[src/rtl/fetch_unit.sv]
// Instruction-fetch front end: owns the PC, fetches over imem req/ack and buffers one instruction.
// Optional misaligned-redirect trap enabled by defining FETCH_ALIGN_CHECK_EN.
module fetch_unit #(
    parameter logic [15:0] RESET_PC  = 16'h0000,
    parameter logic [15:0] NOP_INSTR = 16'h0800
) (
    input  logic        clk,
    input  logic        rst,
    output logic        imem_req,
    output logic [15:0] imem_addr,
    input  logic        imem_ack,
    input  logic [15:0] imem_rdata,
    output logic [15:0] instr,
    output logic        instr_valid,
    input  logic        instr_ready,
    input  logic        redirect,
    input  logic [15:0] redirect_pc,
    input  logic        halt,
    output logic [15:0] pc,
    output logic [15:0] pc_plus2,
    output logic        halted,
    output logic        align_err
);

    typedef enum logic [1:0] {
        S_IDLE,
        S_REQ,
        S_VALID,
        S_HALTED
    } state_t;

    state_t      state_q;
    logic [15:0] pc_q;
    logic [15:0] instr_q;
    logic        req_q;
    logic        valid_q;
    logic        halted_q;
    logic        align_err_q;

    logic [15:0] target_d;
    logic        misaligned_d;

    always_comb begin
        target_d     = redirect_pc;
        misaligned_d = 1'b0;
`ifdef FETCH_ALIGN_CHECK_EN
        misaligned_d = redirect_pc[0];
`else
        target_d[0]  = 1'b0;
`endif
    end

    always_ff @(posedge clk or negedge rst) begin
        if (!rst) begin
            state_q     <= S_IDLE;
            pc_q        <= RESET_PC;
            instr_q     <= NOP_INSTR;
            req_q       <= 1'b0;
            valid_q     <= 1'b0;
            halted_q    <= 1'b0;
            align_err_q <= 1'b0;
        end else begin
            case (state_q)
                S_IDLE: begin
                    state_q <= S_REQ;
                    req_q   <= 1'b1;
                end
                S_REQ: begin
                    if (imem_ack) begin
                        instr_q <= imem_rdata;
                        req_q   <= 1'b0;
                        valid_q <= 1'b1;
                        state_q <= S_VALID;
                    end
                end
                S_VALID: begin
                    if (instr_ready) begin
                        valid_q <= 1'b0;
                        instr_q <= NOP_INSTR;
                        // halt outranks redirect; a misaligned target traps without touching pc
                        if (halt) begin
                            halted_q <= 1'b1;
                            state_q  <= S_HALTED;
                        end else if (redirect && misaligned_d) begin
                            halted_q    <= 1'b1;
                            align_err_q <= 1'b1;
                            state_q     <= S_HALTED;
                        end else if (redirect) begin
                            pc_q    <= target_d;
                            req_q   <= 1'b1;
                            state_q <= S_REQ;
                        end else begin
                            pc_q    <= pc_q + 16'd2;
                            req_q   <= 1'b1;
                            state_q <= S_REQ;
                        end
                    end
                end
                S_HALTED: begin
                    state_q <= S_HALTED;
                end
                default: begin
                    state_q <= S_IDLE;
                    req_q   <= 1'b0;
                    valid_q <= 1'b0;
                end
            endcase
        end
    end

    assign imem_req    = req_q;
    assign imem_addr   = pc_q;
    assign instr       = instr_q;
    assign instr_valid = valid_q;
    assign pc          = pc_q;
    assign pc_plus2    = pc_q + 16'd2;
    assign halted      = halted_q;
    assign align_err   = align_err_q;

endmodule

[config.mk]
export PLATFORM = sky130hd
export DESIGN_NAME = fetch_unit
export DESIGN_NICKNAME = d
export VERILOG_FILES = /design/src/rtl/fetch_unit.sv
export SDC_FILE = /design/constraint.sdc
export NUM_CORES = 1
export LEC_CHECK = 0
export CAP_MARGIN = 15
export CORE_ASPECT_RATIO = 1.75
export CORE_MARGIN = 4
export CORE_UTILIZATION = 25
export CTS_CLUSTER_SIZE = 30
export DETAILED_ROUTE_END_ITERATION = 16
export GPL_TIMING_DRIVEN = 0
export PLACE_DENSITY = 0.65
export SLEW_MARGIN = 10
export SYNTH_ARGS = -nofsm -noshare
export SYNTH_HDL_FRONTEND = slang
export SYNTH_SLANG_ARGS = --single-unit
[constraint.sdc]
create_clock -name clk -period 2.9 [get_ports clk]
set_clock_uncertainty 0.15 [all_clocks]
set_input_delay 0.87 -clock clk [delete_from_list [all_inputs] [get_ports clk]]
set_output_delay 0.87 -clock clk [all_outputs]
set_load 0.02 [all_outputs]
==> results of run 1 <==
## worst max-delay path by stage
stage | slack, ps | to | from
5_1_grt | 2 | pc_plus2[4] | imem_addr[1]$_DFFE_PN0P_
3_3_place_gp | -430 | pc_plus2[13] | imem_addr[1]$_DFFE_PN0P_
6_report | 80 | pc_plus2[4] | imem_addr[1]$_DFFE_PN0P_
4_1_cts | 8 | pc_plus2[11] | imem_addr[2]$_DFFE_PN0P_
3_5_place_dp | -450 | pc_plus2[13] | imem_addr[1]$_DFFE_PN0P_
2_1_floorplan | 100 | pc_plus2[15] | imem_addr[1]$_DFFE_PN0P_
## through the flow
| stage | util [%] | hold slack (ps) | instance area (sq um) | setup slack [ps] | setup TNS [ps] |
|---|---|---|---|---|---|
| 5_1_grt | 42.5 | 238 | 3530 | 2.40 | 0 |
| 3_3_place_gp | 39.5 | 302 | 3290 | -429 | -7890 |
| 4_1_cts | 42.5 | 239 | 3540 | 8.26 | 0 |
| 2_1_floorplan | - | 344 | 2140 | 105 | 0 |
| 3_5_place_dp | 39.7 | 309 | 3300 | -447 | -1850 |
| 6_report | 42.5 | 246 | 3530 | 79.1 | 0 |
## state kept, by name (all words and copies together) (netlist names)
signal	count
halted	1
imem_addr	15
imem_req	1
instr	16
instr_valid	1
state_q	2
## final cells by class
cell class	instances	area, sq um
plain buffers	29	203
clock buffers	5	125
clock inverters	3	42.5
fillers	812	4780
inverters	7	26.3
multi-input cells	141	1050
flip-flops and latches	36	912
well taps	115	144
repair buffers	106	1030
## cells in the mapped netlist (6+ instances only)
library cell,n,area [sq um]
nand3_1,8,40.0
xor2_1,10,87.6
inv_1,6,22.5
a21oi_1,15,75.1
nand2_1,17,63.8
a22o_1,15,131
buf_4,22,165
dfrtp_1,35,876
o21ai_0,10,50.1
nor2_1,6,22.5
nor3_1,6,30.0
## power by group through the flow
| stage | Clock (mW) | Combinational, mW | Sequential, mW |
|---|---|---|---|
| 2_1_floorplan | 0 | 0.261 | 0.837 |
| 3_3_place_gp | 0 | 0.795 | 0.722 |
| 3_5_place_dp | 0 | 0.804 | 0.724 |
| 4_1_cts | 0.634 | 0.817 | 0.720 |
| 5_1_grt | 0.656 | 0.863 | 0.733 |
| 6_report | 0.618 | 0.813 | 0.716 |
## critical path, delay by kind of cell (launching register included)
| family | cells | cell delay [ps] |
|---|---|---|
| buffers and inverters | 2 | 810 |
| and+or+nand+nor | 1 | 120 |
| xor gates and xnor gates | 1 | 170 |
| DFF | 1 | 430 |
## per-layer routing
layer	track usage, %	up-vias	part of all wire, %
met5	0	-	0
met4	5.24	0	1.5
met3	4.56	6	7.2
met2	24.6	72	54
met1	14.0	967	37
li1	-	966	-
## logic make-up (layout without fill, tap and decap cells)
family	after synthesis	in the layout	synth area share, %
AO/OA/AOI/OAI	59	59	19.0
XOR/XNOR	13	13	5.35
adder cells (fa/ha/maj)	1	1	0.587
buffers and inverters	36	150	10.8
flip-flops	36	36	42.4
multiplexers	3	3	1.41
other	1	4	0.176
AND/OR/NAND/NOR	61	61	20.4
## timing repair
| item | CTS | global route |
|---|---|---|
| setup endpoints to repair | 13 | 8 |
| buffers inserted | 3 | 2 |
| pin swaps | 3 | 3 |
| gates resized for setup | 32 | 4 |
==> flow_summary_export.csv, run 1 <==
group,metric,value,unit
layout,layout-drive-gt1-share,22.0,%
floorplan,core_area,8310,sq um
placement,gp_congestion,0.793,
timing,final-hold-violation-count,0,
critical_path,slowest_delay,640,ps
routing,drt_wl_total,6630,um
cts,clock_sink_count,36,
global_route,antenna_found_initial,0,
synth,synthFlopType,"dfrtp_1",
routing,dr.pass1.iters,4,
critical_path,startpoint_type,"register",
layout,fin_cells,442,
critical_path,cpMaxStageDelayCell,"clkdlybuf4s50_1",
pwr,power_frac_clock,28.8,%
pwr,netSwitchingFraction,32.6,%
cts,postCtsHoldBufs,0,
timing,max_freq,355,MHz
layout,diodes,0,
synth,yosysSeqAreaShare,42.4,%
pwr,vdd_drop_max,375,uV
routing,wl_per_cell,15.0,um
timing,worstMarginPinSlew,530,ps
cts,cts-root-buf,"clkbuf_16",
pwr,p_per_area,608,nW/um^2
synth,postSynthCellCount,210,
floorplan,start_util,25.6,%
routing,ant_nets,0,
global_route,gr-total-overflow,0,
cts,insertion_delay,280,ps
floorplan,die-width,77.8,um
critical_path,crit_chain,"buf_4 > nand3_1 > xnor2_1 > clkdlybuf4s50_1",
timing,slew_violations,0,
timing,finalCriticalPeriod,2820,ps
cts,cts_tree,"yes",
pwr,p_seq_share,33.4,%
synth,synth_edf_count,0,
placement,place_hpwl,4990,um
synth,yosysUniqueCellTypes,47,
global_route,grt_max_degree,34,
critical_path,crit_required,1880,ps
critical_path,end_kind,"output pin",
floorplan,rows,44,
layout,final_common_cell,"clkdlybuf4s50_1",
critical_path,ff2ff_setup_slack,1130,ps
placement,dp_cells,429,
floorplan,io_pins,106,
critical_path,cp_max_fo,6,
routing,viasPerCell,4.55,
pwr,combinationalPowerShare,37.9,%
routing,drc_errors,0,
global_route,grt_pass1_wl,10600,um
hold_path,worstHoldPathType,"in -> async",
critical_path,regToRegEndpoint,"imem_addr[8]$_DFFE_PN0P_",
critical_path,arrival,1800,ps
placement,io_buffers,100,
cts,clockBufferDepth,2,
critical_path,rr_worst_depth,5,
synth,yosys_warnings,0,
global_route,grt_usage,13.4,%
synth,syn_avg_cell_area,10.1,sq um
global_route,first_global_vias,2095,
cts,clkTransAtPathRegs,60,ps
critical_path,rr_startpoint,"state_q[1]$_DFFE_PN0P_",
critical_path,crit_type,"reg -> out",
timing,rsz0062_at_grt,"no",
pwr,internal-power,1.45,mW
timing,setup_viol,0,
synth,ys_ff_latch,36,
layout,final_cell_mix,"clkdlybuf4s50_1 (88), buf_4 (27), dfrtp_1 (27), nand2_1 (17)",
synth,synthArstFlopShare,100,%
synth,synth_area,2130,sq um
routing,initialDrtViolationCount,96,
floorplan,die_h,130,um
cts,numCtsBuffers,5,
layout,nets,365,
floorplan,die-area,10100,sq um
routing,via_count,2011,
timing,slew_headroom,64.6,%
pwr,p_sw,0.701,mW
status,status,"finished clean",
cts,htreeDepth,2,
timing,fin_crit_sh,97.3,%
pwr,p_total,2.15,mW
job,maxCapViolations,0,
layout,area_delta_synth_final,66.0,%
pwr,p_leak,1.58,nW
No activity file was read; power rests on OpenSTA's default activity.
==> run 2, diff against run 1 <==
--- a/config.mk
+++ b/config.mk
@@ -9,6 +9,7 @@
 export CORE_ASPECT_RATIO = 1.75
 export CORE_MARGIN = 4
 export CORE_UTILIZATION = 25
+export CTS_BUF_LIST = sky130_fd_sc_hd__clkbuf_4
 export CTS_CLUSTER_SIZE = 30
 export DETAILED_ROUTE_END_ITERATION = 16
 export GPL_TIMING_DRIVEN = 0
==> flow_summary_export.csv, run 2 (synthesis gave the netlist of run 1 again) <==
group,metric,value,unit
routing,dr.pass1.iters,4,
floorplan,die_h,130,um
timing,finalCriticalPeriod,2840,ps
layout,nets,376,
placement,dp_cells,429,
routing,via_count,2054,
cts,cts-root-buf,"clkbuf_4",
critical_path,cp_max_fo,7,
routing,initialDrtViolationCount,107,
layout,final_cell_mix,"clkdlybuf4s50_1 (86), buf_4 (39), dfrtp_1 (23), nand2_1 (17)",
pwr,p_leak,1.59,nW
layout,regArea,917,sq um
critical_path,crit_type,"reg -> out",
routing,drt_wl_total,6740,um
timing,worstMarginPinSlew,549,ps
routing,drc_errors,0,
floorplan,die-width,77.8,um
timing,slew_headroom,63.4,%
floorplan,die-area,10100,sq um
global_route,grt_usage,13.5,%
timing,slew_violations,0,
placement,gp_congestion,0.793,
timing,max_freq,353,MHz
global_route,grt_max_degree,34,
layout,final_common_cell,"clkdlybuf4s50_1",
floorplan,io_pins,106,
cts,insertion_delay,350,ps
cts,numCtsBuffers,5,
timing,fin_crit_sh,97.8,%
routing,wl_per_cell,14.9,um
layout,largest_reg_flops,16,
global_route,grt_pass1_wl,10700,um
status,status,"finished clean",
placement,io_buffers,100,
layout,layout-drive-gt1-share,28.1,%
floorplan,core_area,8310,sq um
cts,clock_sink_count,36,
critical_path,startpoint_type,"register",
hold_path,worstHoldPathType,"in -> async",
job,maxCapViolations,0,
cts,clkTransAtPathRegs,120,ps
critical_path,crit_chain,"buf_6 > nand4_4 > nor4_4 > xor2_1 > buf_4",
layout,multiInputGateArea,1060,sq um
timing,fin_ws,63.9,ps
cts,clockBufferDepth,2,
timing,setup_viol,0,
critical_path,crit_required,1880,ps
routing,ant_nets,0,
global_route,first_global_vias,2130,
pwr,p_per_area,542,nW/um^2
global_route,gr-total-overflow,0,
floorplan,rows,44,
layout,fin_cells,453,
placement,pre_cts_ws,-447,ps
layout,fillers,814,
critical_path,arrival,1820,ps
cts,htreeDepth,2,
layout,diodes,0,
global_route,antenna_found_initial,0,
critical_path,slowest_delay,420,ps
critical_path,end_kind,"output pin",
critical_path,cpMaxStageDelayCell,"dfrtp_2",
layout,area_delta_synth_final,65.7,%
routing,viasPerCell,4.53,
timing,rsz0062_at_grt,"yes",
placement,place_hpwl,4990,um
floorplan,start_util,25.6,%
cts,cts_tree,"yes",
timing,hold_slack,161,ps
timing,final-hold-violation-count,0,
pwr,vdd_drop_max,288,uV
==> run 2: where the power goes <==
group,leakage [nW],switching (mW),internal (mW)
combinational,1.12,0.394,0.441
clock,0.0412,0.189,0.180
sequential,0.430,0.0981,0.612
==> run 2: final timing paths <==
kind	start	to	slack (ps)	depth (start not counted)
max	imem_addr[1]$_DFFE_PN0P_	pc_plus2[14]	60	5
min reg2reg	instr[11]$_DFFE_PN1P_	instr[11]$_DFFE_PN1P_	320	2
min in group clk	instr[11]$_DFFE_PN1P_	instr[11]$_DFFE_PN1P_	320	2
max reg2reg	imem_addr[1]$_DFFE_PN0P_	imem_addr[14]$_DFFE_PN0P_	1090	6
min	rst	instr[5]$_DFFE_PN0P_	160	1
max in group asynchronous	rst	instr[11]$_DFFE_PN1P_	1980	2
==> run 2: layout make-up <==
class                   count  share of cell area, %
repair buffers            117                   31.2
multi-input cells         141                   30.0
clock inverters             3                   1.21
inverters                   7                  0.745
clock buffers               5                   1.06
plain buffers              29                   5.74
well taps                 115                   4.08
flip-flops and latches     36                   26.0
==> run 2: worst max-delay path: cells and delay by family (launching register included) <==
family / cells / cell delay, ps
simple gates: 2 / 570
xor+xnor: 1 / 170
flops: 1 / 420
buf+inv: 2 / 310
==> run 2: metal layers <==
layer  part of all wire [%]  wire (um)  GRT usage [%]
met5                      0          0              0
met4                    1.7        113           4.93
met3                    7.6        514           4.77
met2                     53       3580           25.1
met1                     38       2530           13.9
==> run 2: metrics by stage <==
step	TNS, ps	util [%]	power, mW	instance area (sq um)
floorplan	0	-	1.10	2140
global placement	-7890	39.5	1.52	3290
detailed placement	-1850	39.7	1.53	3300
CTS	0	42.3	1.94	3510
global route	-58.8	42.4	2.02	3530
finish	0	42.4	1.91	3530
==> run 2: repair_timing <==
action	CTS	global route
hold buffers	0	0
resized for setup	47	17
setup endpoints to repair	14	10
pin swaps	5	6
buffers inserted	11	5
